## src/rtl/uart_tx_fifo.sv

```systemverilog
// Byte FIFO between the APB TX-data write path and the UART transmitter.
// Define UART_TX_FIFO_LEVEL_EN to drive the live occupancy count on level.
module uart_tx_fifo #(
    parameter int DEPTH_LOG2 = 4,
    parameter int WIDTH      = 8
) (
    input  logic                  clk,
    input  logic                  reset_n,
    input  logic                  wr_n,
    input  logic [WIDTH-1:0]      din,
    input  logic                  rd_n,
    output logic [WIDTH-1:0]      dout,
    output logic                  fifo_empty,
    output logic                  fifo_full,
    output logic                  overflow,
    output logic [DEPTH_LOG2:0]   level
);

    localparam int DEPTH = 1 << DEPTH_LOG2;
    localparam logic [DEPTH_LOG2:0] DEPTH_CNT = (DEPTH_LOG2+1)'(DEPTH);

    logic [WIDTH-1:0]      mem [DEPTH];
    logic [DEPTH_LOG2-1:0] wptr;
    logic [DEPTH_LOG2-1:0] rptr;
    logic [DEPTH_LOG2:0]   count;
    logic [DEPTH_LOG2:0]   count_nxt;
    logic                  rd_ok;
    logic                  wr_ok;

    // A pop frees a slot in the same cycle, so a full FIFO still accepts a write.
    assign rd_ok = !rd_n && !fifo_empty;
    assign wr_ok = !wr_n && (!fifo_full || rd_ok);

    always_comb begin
        count_nxt = count;
        unique case ({wr_ok, rd_ok})
            2'b10:   count_nxt = count + 1'b1;
            2'b01:   count_nxt = count - 1'b1;
            default: count_nxt = count;
        endcase
    end

    always_ff @(posedge clk) begin
        if (wr_ok)
            mem[wptr] <= din;
    end

    always_ff @(posedge clk or negedge reset_n) begin
        if (!reset_n) begin
            wptr       <= '0;
            rptr       <= '0;
            count      <= '0;
            dout       <= '0;
            fifo_empty <= 1'b1;
            fifo_full  <= 1'b0;
            overflow   <= 1'b0;
        end else begin
            if (wr_ok)
                wptr <= wptr + 1'b1;
            if (rd_ok) begin
                dout <= mem[rptr];
                rptr <= rptr + 1'b1;
            end
            count      <= count_nxt;
            fifo_empty <= (count_nxt == '0);
            fifo_full  <= (count_nxt == DEPTH_CNT);
            overflow   <= !wr_n && !wr_ok;
        end
    end

`ifdef UART_TX_FIFO_LEVEL_EN
    assign level = count;
`else
    assign level = '0;
`endif

endmodule

```

## config.mk

```make
export PLATFORM = sky130hd
export DESIGN_NAME = uart_tx_fifo
export DESIGN_NICKNAME = d
export VERILOG_FILES = /design/src/rtl/uart_tx_fifo.sv
export SDC_FILE = /design/constraint.sdc
export NUM_CORES = 1
export LEC_CHECK = 0
export CORE_MARGIN = 1
export CORE_UTILIZATION = 54
export CTS_CLUSTER_SIZE = 30
export DETAILED_ROUTE_END_ITERATION = 12
export PLACE_DENSITY = 0.86
export SKIP_CTS_REPAIR_TIMING = 1
export SYNTH_ARGS = -nofsm -noshare
export SYNTH_HDL_FRONTEND = slang
export SYNTH_SLANG_ARGS = --single-unit
```

## constraint.sdc

```tcl
create_clock -name clk -period 2.8 [get_ports clk]
set_input_delay 0.56 -clock clk [delete_from_list [all_inputs] [get_ports clk]]
set_output_delay 0.56 -clock clk [all_outputs]
set_load 0.02 [all_outputs]
```

# --- Word level (Yosys, flattened, before mapping) ---
# Memory sizes are Yosys's and may differ from the RTL's. A register that Yosys moved wholly into a read port is not among the register bits.
# Cells that the tools add are included.
word_totals:
  reg_bits: 16
  ram_bits: 128
  word_cells: 28
  memories: 1
memory_table:
  columns: ["memory", "words", "word_bits", "rd", "rd_clocked_by_memory_dff", "wr", "line_no", "rtl"]
  rows:
  - ["mem", 16, 8, 1, 1, 1, "22", "logic [WIDTH-1:0] mem [DEPTH];"]
op_classes:
  n_addsub: 4
  n_eq_ne: 3
  mux: 3
  reduce_logical: 11
ops:
  columns: ["op", "count"]
  rows:
  - ["5-bit one-hot mux with 2 select lines", 1]
  - ["4-bit by 1-bit adder with 4-bit output, second input constant", 2]
  - ["1-bit logical NOT", 6]
  - ["5-bit by 1-bit adder with 5-bit output, second input constant", 1]
  - ["5-bit equality test, second input constant", 1]
  - ["5-bit logical NOT", 1]
  - ["5-bit by 1-bit subtractor with 5-bit output, second input constant", 1]
  - ["1-bit logical AND", 3]
  - ["2-bit by 1-bit equality test with 1-bit output, second input constant", 1]
  - ["2-bit equality test, second input constant", 1]
  - ["1-bit 2-to-1 mux", 2]
  - ["1-bit logical OR", 1]

# --- Depth between registers and ports, before layout ---
depth:
  depth_word: 7
  ltp_mapped: 12
  ltp_nobuf: 11

# --- Worst setup path after synthesis ---
# No wires, ideal clock.
synth_path:
  kind: "input -> register"
  from: "input rd_n"
  to: "register fifo_full"
  setup_time_ps: 88
  arrival_ps: 2804
  t_required_ps: 2712
  setup_slack_ps: -92
  path_stages: 12
  path_buffers: 1
  cell_sequence: "or2_2 > a21oi_4 > inv_1 > ha_1 > buf_2 > xor2_1 > ha_1 > a21oi_1 > mux2i_1 > xnor2_1 > or2_2 > nor3b_1"
synth_via:
  elab_chain_len: 7
synth_rtl:
  columns: ["item", "line_no", "rtl"]
  rows:
  - ["from (decl)", "11", "input logic rd_n,"]
  - ["1-bit logical NOT (*)", "31", "assign rd_ok = !rd_n && !fifo_empty;"]
  - ["1-bit logical AND (*)", "31", null]
  - ["1-bit logical OR", "32", "assign wr_ok = !wr_n && (!fifo_full || rd_ok);"]
  - ["1-bit logical AND", "32", null]
  - ["2-bit by 1-bit equality test with 1-bit output / 2-bit equality test (equally long branches)", "36", "unique case ({wr_ok, rd_ok})"]
  - ["5-bit one-hot mux with 2 select lines (*)", "36", null]
  - ["via count_nxt[2]", "26", "logic [DEPTH_LOG2:0] count_nxt;"]
  - ["5-bit equality test (*)", "66", "fifo_full <= (count_nxt == DEPTH_CNT);"]
  - ["to (signal assigned)", "66", null]
  - ["to (decl)", "14", "output logic fifo_full,"]
# The timed path passes the listed nets; every way through them passes the cells marked *.
# A chain may end at the register's enable or synchronous reset.

# --- Worst setup path after layout ---
# Ends and elaborated chain as after synthesis.

==> Flow_metrics.wiki <==
{| class="wikitable"
! Metric !! Value
|-
| Run status || finished clean
|-
| Count of cell types in the netlist || 37
|-
| CTS H-tree lvls || 4
|-
| Total half-perimeter wirelength after legalization and detailed placement || about 7600 µm
|-
| Finished Layout Cells || about 550
|-
| Cell taking the most area after synthesis || sky130_fd_sc_hd__edfxtp_1
|-
| RSZ-0062 raised after global routing || no
|-
| Synthesized instance count || 338
|-
| CTS Buffer Depth || 2
|-
| Fmax || 386.9 MHz
|-
| Setup Crit Path Kind || in2reg
|-
| Final-report setup violation count || 0
|-
| CORE AREA || between 10000 and 15000 µm²
|-
| Number of detailed-routing iterations run before antenna repair || 5
|-
| Class of the most critical hold timing path || reg2reg
|-
| CTS root buf || sky130_fd_sc_hd__clkbuf_16
|-
| Max Cap Viol || 0
|-
| Count of input and output buffers || 22
|-
| Largest net degree at the start of global routing || 25
|-
| Prevailing post-synth register cell || sky130_fd_sc_hd__edfxtp_1
|-
| Category of the worst setup path launch point || input port
|-
| Overall global routing resource usage || between 20% and 30%
|-
| Destination of the worst register-to-register timing path || fifo_full
|-
| Die span in x || around 110 µm
|-
| Start of the worst register-to-register path || fifo_empty
|-
| Synthesis-to-layout area growth || 20.15%
|-
| Via-per-instance ratio || 5.803
|-
| Largest family of logic cells by synthesized area || multiplexers
|-
| Post-synth EDFFs || 128
|-
| DRT iter0 DRCs || slightly above 300
|-
| Flop-to-flop setup slack || about 380 ps
|-
| Drt drc || 0
|-
| Portion of netlist area occupied by mux cells || ~15%
|-
| Syn_area_per_cell || roughly 18 µm²
|-
| Vias after detailed routing || between 3000 and 4000
|-
| Number of warnings printed during yosys synthesis || 0
|-
| Top-area cell type share of the netlist area || 61.71%
|-
| Critical path capture point type || flip-flop
|-
| Count leader, synth || sky130_fd_sc_hd__edfxtp_1
|-
| Adder and majority gate portion of the synthesized area || 1.607%
|-
| Required time of the critical path || between 3000 and 4000 ps
|-
| Area of the mapped netlist || just over 6000 µm²
|-
| Leakage Power || around 2.7 nW
|-
| WP data arrival || ~2900 ps
|-
| Total count of hold-check failures in the final report || 0
|-
| Critical-path top delay cell || sky130_fd_sc_hd__clkdlybuf4s50_1
|-
| Standard-cell rows || 38
|-
| Worst Hold Path EP || dout[4]
|-
| Net count of the finished layout || 415
|-
| RD Place Congestion || between 0.7 and 0.8
|-
| Cell Chain, Critical Path || clkdlybuf4s50_1, or2_4, a21oi_4, inv_2, ha_1, xor2_1, ha_2, a21oi_2, mux2i_1, xnor2_1, or2_2, nor3b_2
|-
| Final slew viol count || 0
|-
| Part of the Yosys area used for sequential elements || between 70% and 80%
|-
| Crit Path Max Fanout || 4
|-
| Die footprint || roughly 12000 µm²
|-
| Max Clock Skew || between 9 and 10 ps
|-
| Share of post-route cells with drive strength above 1 || about 26%
|-
| Vias in the first global route || 3263
|-
| Number of antenna violations at the first check in global routing || 0
|-
| Transition time at the pin with the least slew margin || around 830 ps
|-
| Area after detailed placement || 6857 µm²
|-
| Routed WL per cell || 22.57 µm
|-
| Worst Min Path Start || dout[4]
|-
| Biggest area contributors in the synthesized netlist || sky130_fd_sc_hd__edfxtp_1 62%, sky130_fd_sc_hd__dfrtp_1 9.2%, sky130_fd_sc_hd__mux4_2 8.3%
|-
| Min-Delay Path Depth || 2
|-
| Parity-gate share of the synthesized area counting xor and xnor cells || about 1.5%
|-
| Headroom to the max-slew limit || 44.87%
|-
| Diodes inserted || 0
|-
| Antenna violation net count after detailed routing || 0
|-
| Power density over the cells || 1036 nW/µm²
|-
| Placed cell count || about 520
|-
| Maximum vdd ir drop || approximately 0.76 mV
|-
| Remaining Overflow, GRT || 0
|-
| Effective utilization at floorplan || between 50% and 60%
|-
| Total power consumption of the routed design || just under 8 mW
|-
| Global-route wire length before repair || 18790 µm
|-
| Total non-filler cell area in the finished layout || about 7500 µm²
|-
| Final critical path time including I/O delays and setup || 2585 ps
|-
| Share of flip-flops with an asynchronous set or reset after synthesis || ~16%
|-
| Utilization of the core after routing || 67.84%
|-
| Clock transition at the registers of the reported paths || about 60 ps
|-
| Period utilization || between 90% and 100%
|-
| Clock sink count || ~150
|-
| Chip Height || between 100 and 150 µm
|-
| Most frequent cells after synthesis || 128 x sky130_fd_sc_hd__edfxtp_1, 24 x sky130_fd_sc_hd__nand2_1, 23 x sky130_fd_sc_hd__dfrtp_1, 23 x sky130_fd_sc_hd__mux4_2, 16 x sky130_fd_sc_hd__and2_1
|-
| Wire length after detailed routing || approximately 12000 µm
|-
| Synthesis-stage register bit count || about 150
|-
| Simple-gate portion of the synthesized area || 4.861%
|-
| CP peak stage delay || 400 ps
|-
| Compound-gate portion of the synthesized area || 2.792%
|-
| Number of top-level design ports || 28
|-
| Worst reg-to-reg path cell count || 11
|-
| Post-Route Setup TNS || 0 ps
|-
| Total CTS buffers || 17
|-
| Clock latency reported for the late side of the worst-skew pair || around 420 ps
|-
| Clock tree from TritonCTS || built
|}
critical path: cells and delay by family:
family	cells	cell delay, ps
buffers and inverters	2	450
xor gates and xnor gates	2	260
muxes	1	260
AOI/OAI and AO/OA	2	250
adders and majority gates	2	400
and+or+nand+nor	3	740
how the worst max path moves through the flow:
| stage | start | to | slack (ps) | cells after the start |
|---|---|---|---|---|
| 6_report | rd_n | fifo_full | 220 | 12 |
| 5_1_grt | rd_n | fifo_full | 20 | 12 |
| 4_1_cts | rd_n | fifo_full | 100 | 12 |
| 3_5_place_dp | rd_n | fifo_full | -350 | 12 |
| 3_3_place_gp | rd_n | fifo_full | -230 | 12 |
| 2_1_floorplan | rd_n | fifo_full | 20 | 12 |
power by group:
group / leakage [nW] / internal (mW) / switching, mW / total (mW)
clock network: 0.295 / 1.49 / 0.887 / 2.38
logic: 0.920 / 1.15 / 1.06 / 2.21
registers: 1.44 / 2.82 / 0.345 / 3.16
layer usage:
metal | GRT usage, % | part of all wire (%)
met1 | 28.46 | 40
met5 | 0 | 0
met2 | 39.49 | 53
met4 | 8.952 | 1.8
met3 | 6.817 | 5.5
cell usage in the layout, fill, tap and decap left out, types with 10 or more instances in the layout:
| master | instances |
|---|---|
| sky130_fd_sc_hd__and2_1 | 16 |
| sky130_fd_sc_hd__buf_4 | 28 |
| sky130_fd_sc_hd__clkbuf_16 | 17 |
| sky130_fd_sc_hd__clkdlybuf4s50_1 | 22 |
| sky130_fd_sc_hd__dfrtp_1 | 22 |
| sky130_fd_sc_hd__edfxtp_1 | 128 |
| sky130_fd_sc_hd__mux4_2 | 23 |
| sky130_fd_sc_hd__nand2_1 | 24 |
| sky130_fd_sc_hd__o21ai_0 | 10 |
area by class of cell:
type | count | area (µm²)
tap | 140 | 175.2
inverter | 4 | 15.01
multi-input combinational | 163 | 1652
clock inverter | 15 | 198.9
sequential | 152 | 4447
timing repair buffer | 57 | 570.5
clock buffer | 17 | 425.4
fill | 678 | 3547
per-stage QoR:
stage	worst slack, ps	hold WS, ps
2_1_floorplan	16.46	264.4
5_1_grt	16.75	520.2
4_1_cts	103.7	485.7
3_5_place_dp	-348.9	468.2
3_3_place_gp	-227.2	458.5
6_report	215.2	487.1
registers in the layout (all words and copies together), names as in the netlist:
| register | cells |
|---|---|
| mem | 128 |
| dout | 8 |
| count | 5 |
| rptr | 4 |
| wptr | 4 |
| fifo_empty | 1 |
| fifo_full | 1 |
| overflow | 1 |
kinds of logic (layout without fill, tap and decap cells):
logic type,Yosys count,count (layout)
fa+ha+maj,8,8
other cells,1,5
compound gates,30,30
mux,50,50
simple gates,59,59
flops,152,152
xor+xnor,11,11
buf+inv,27,93
Power figures use the tool's default switching activity.
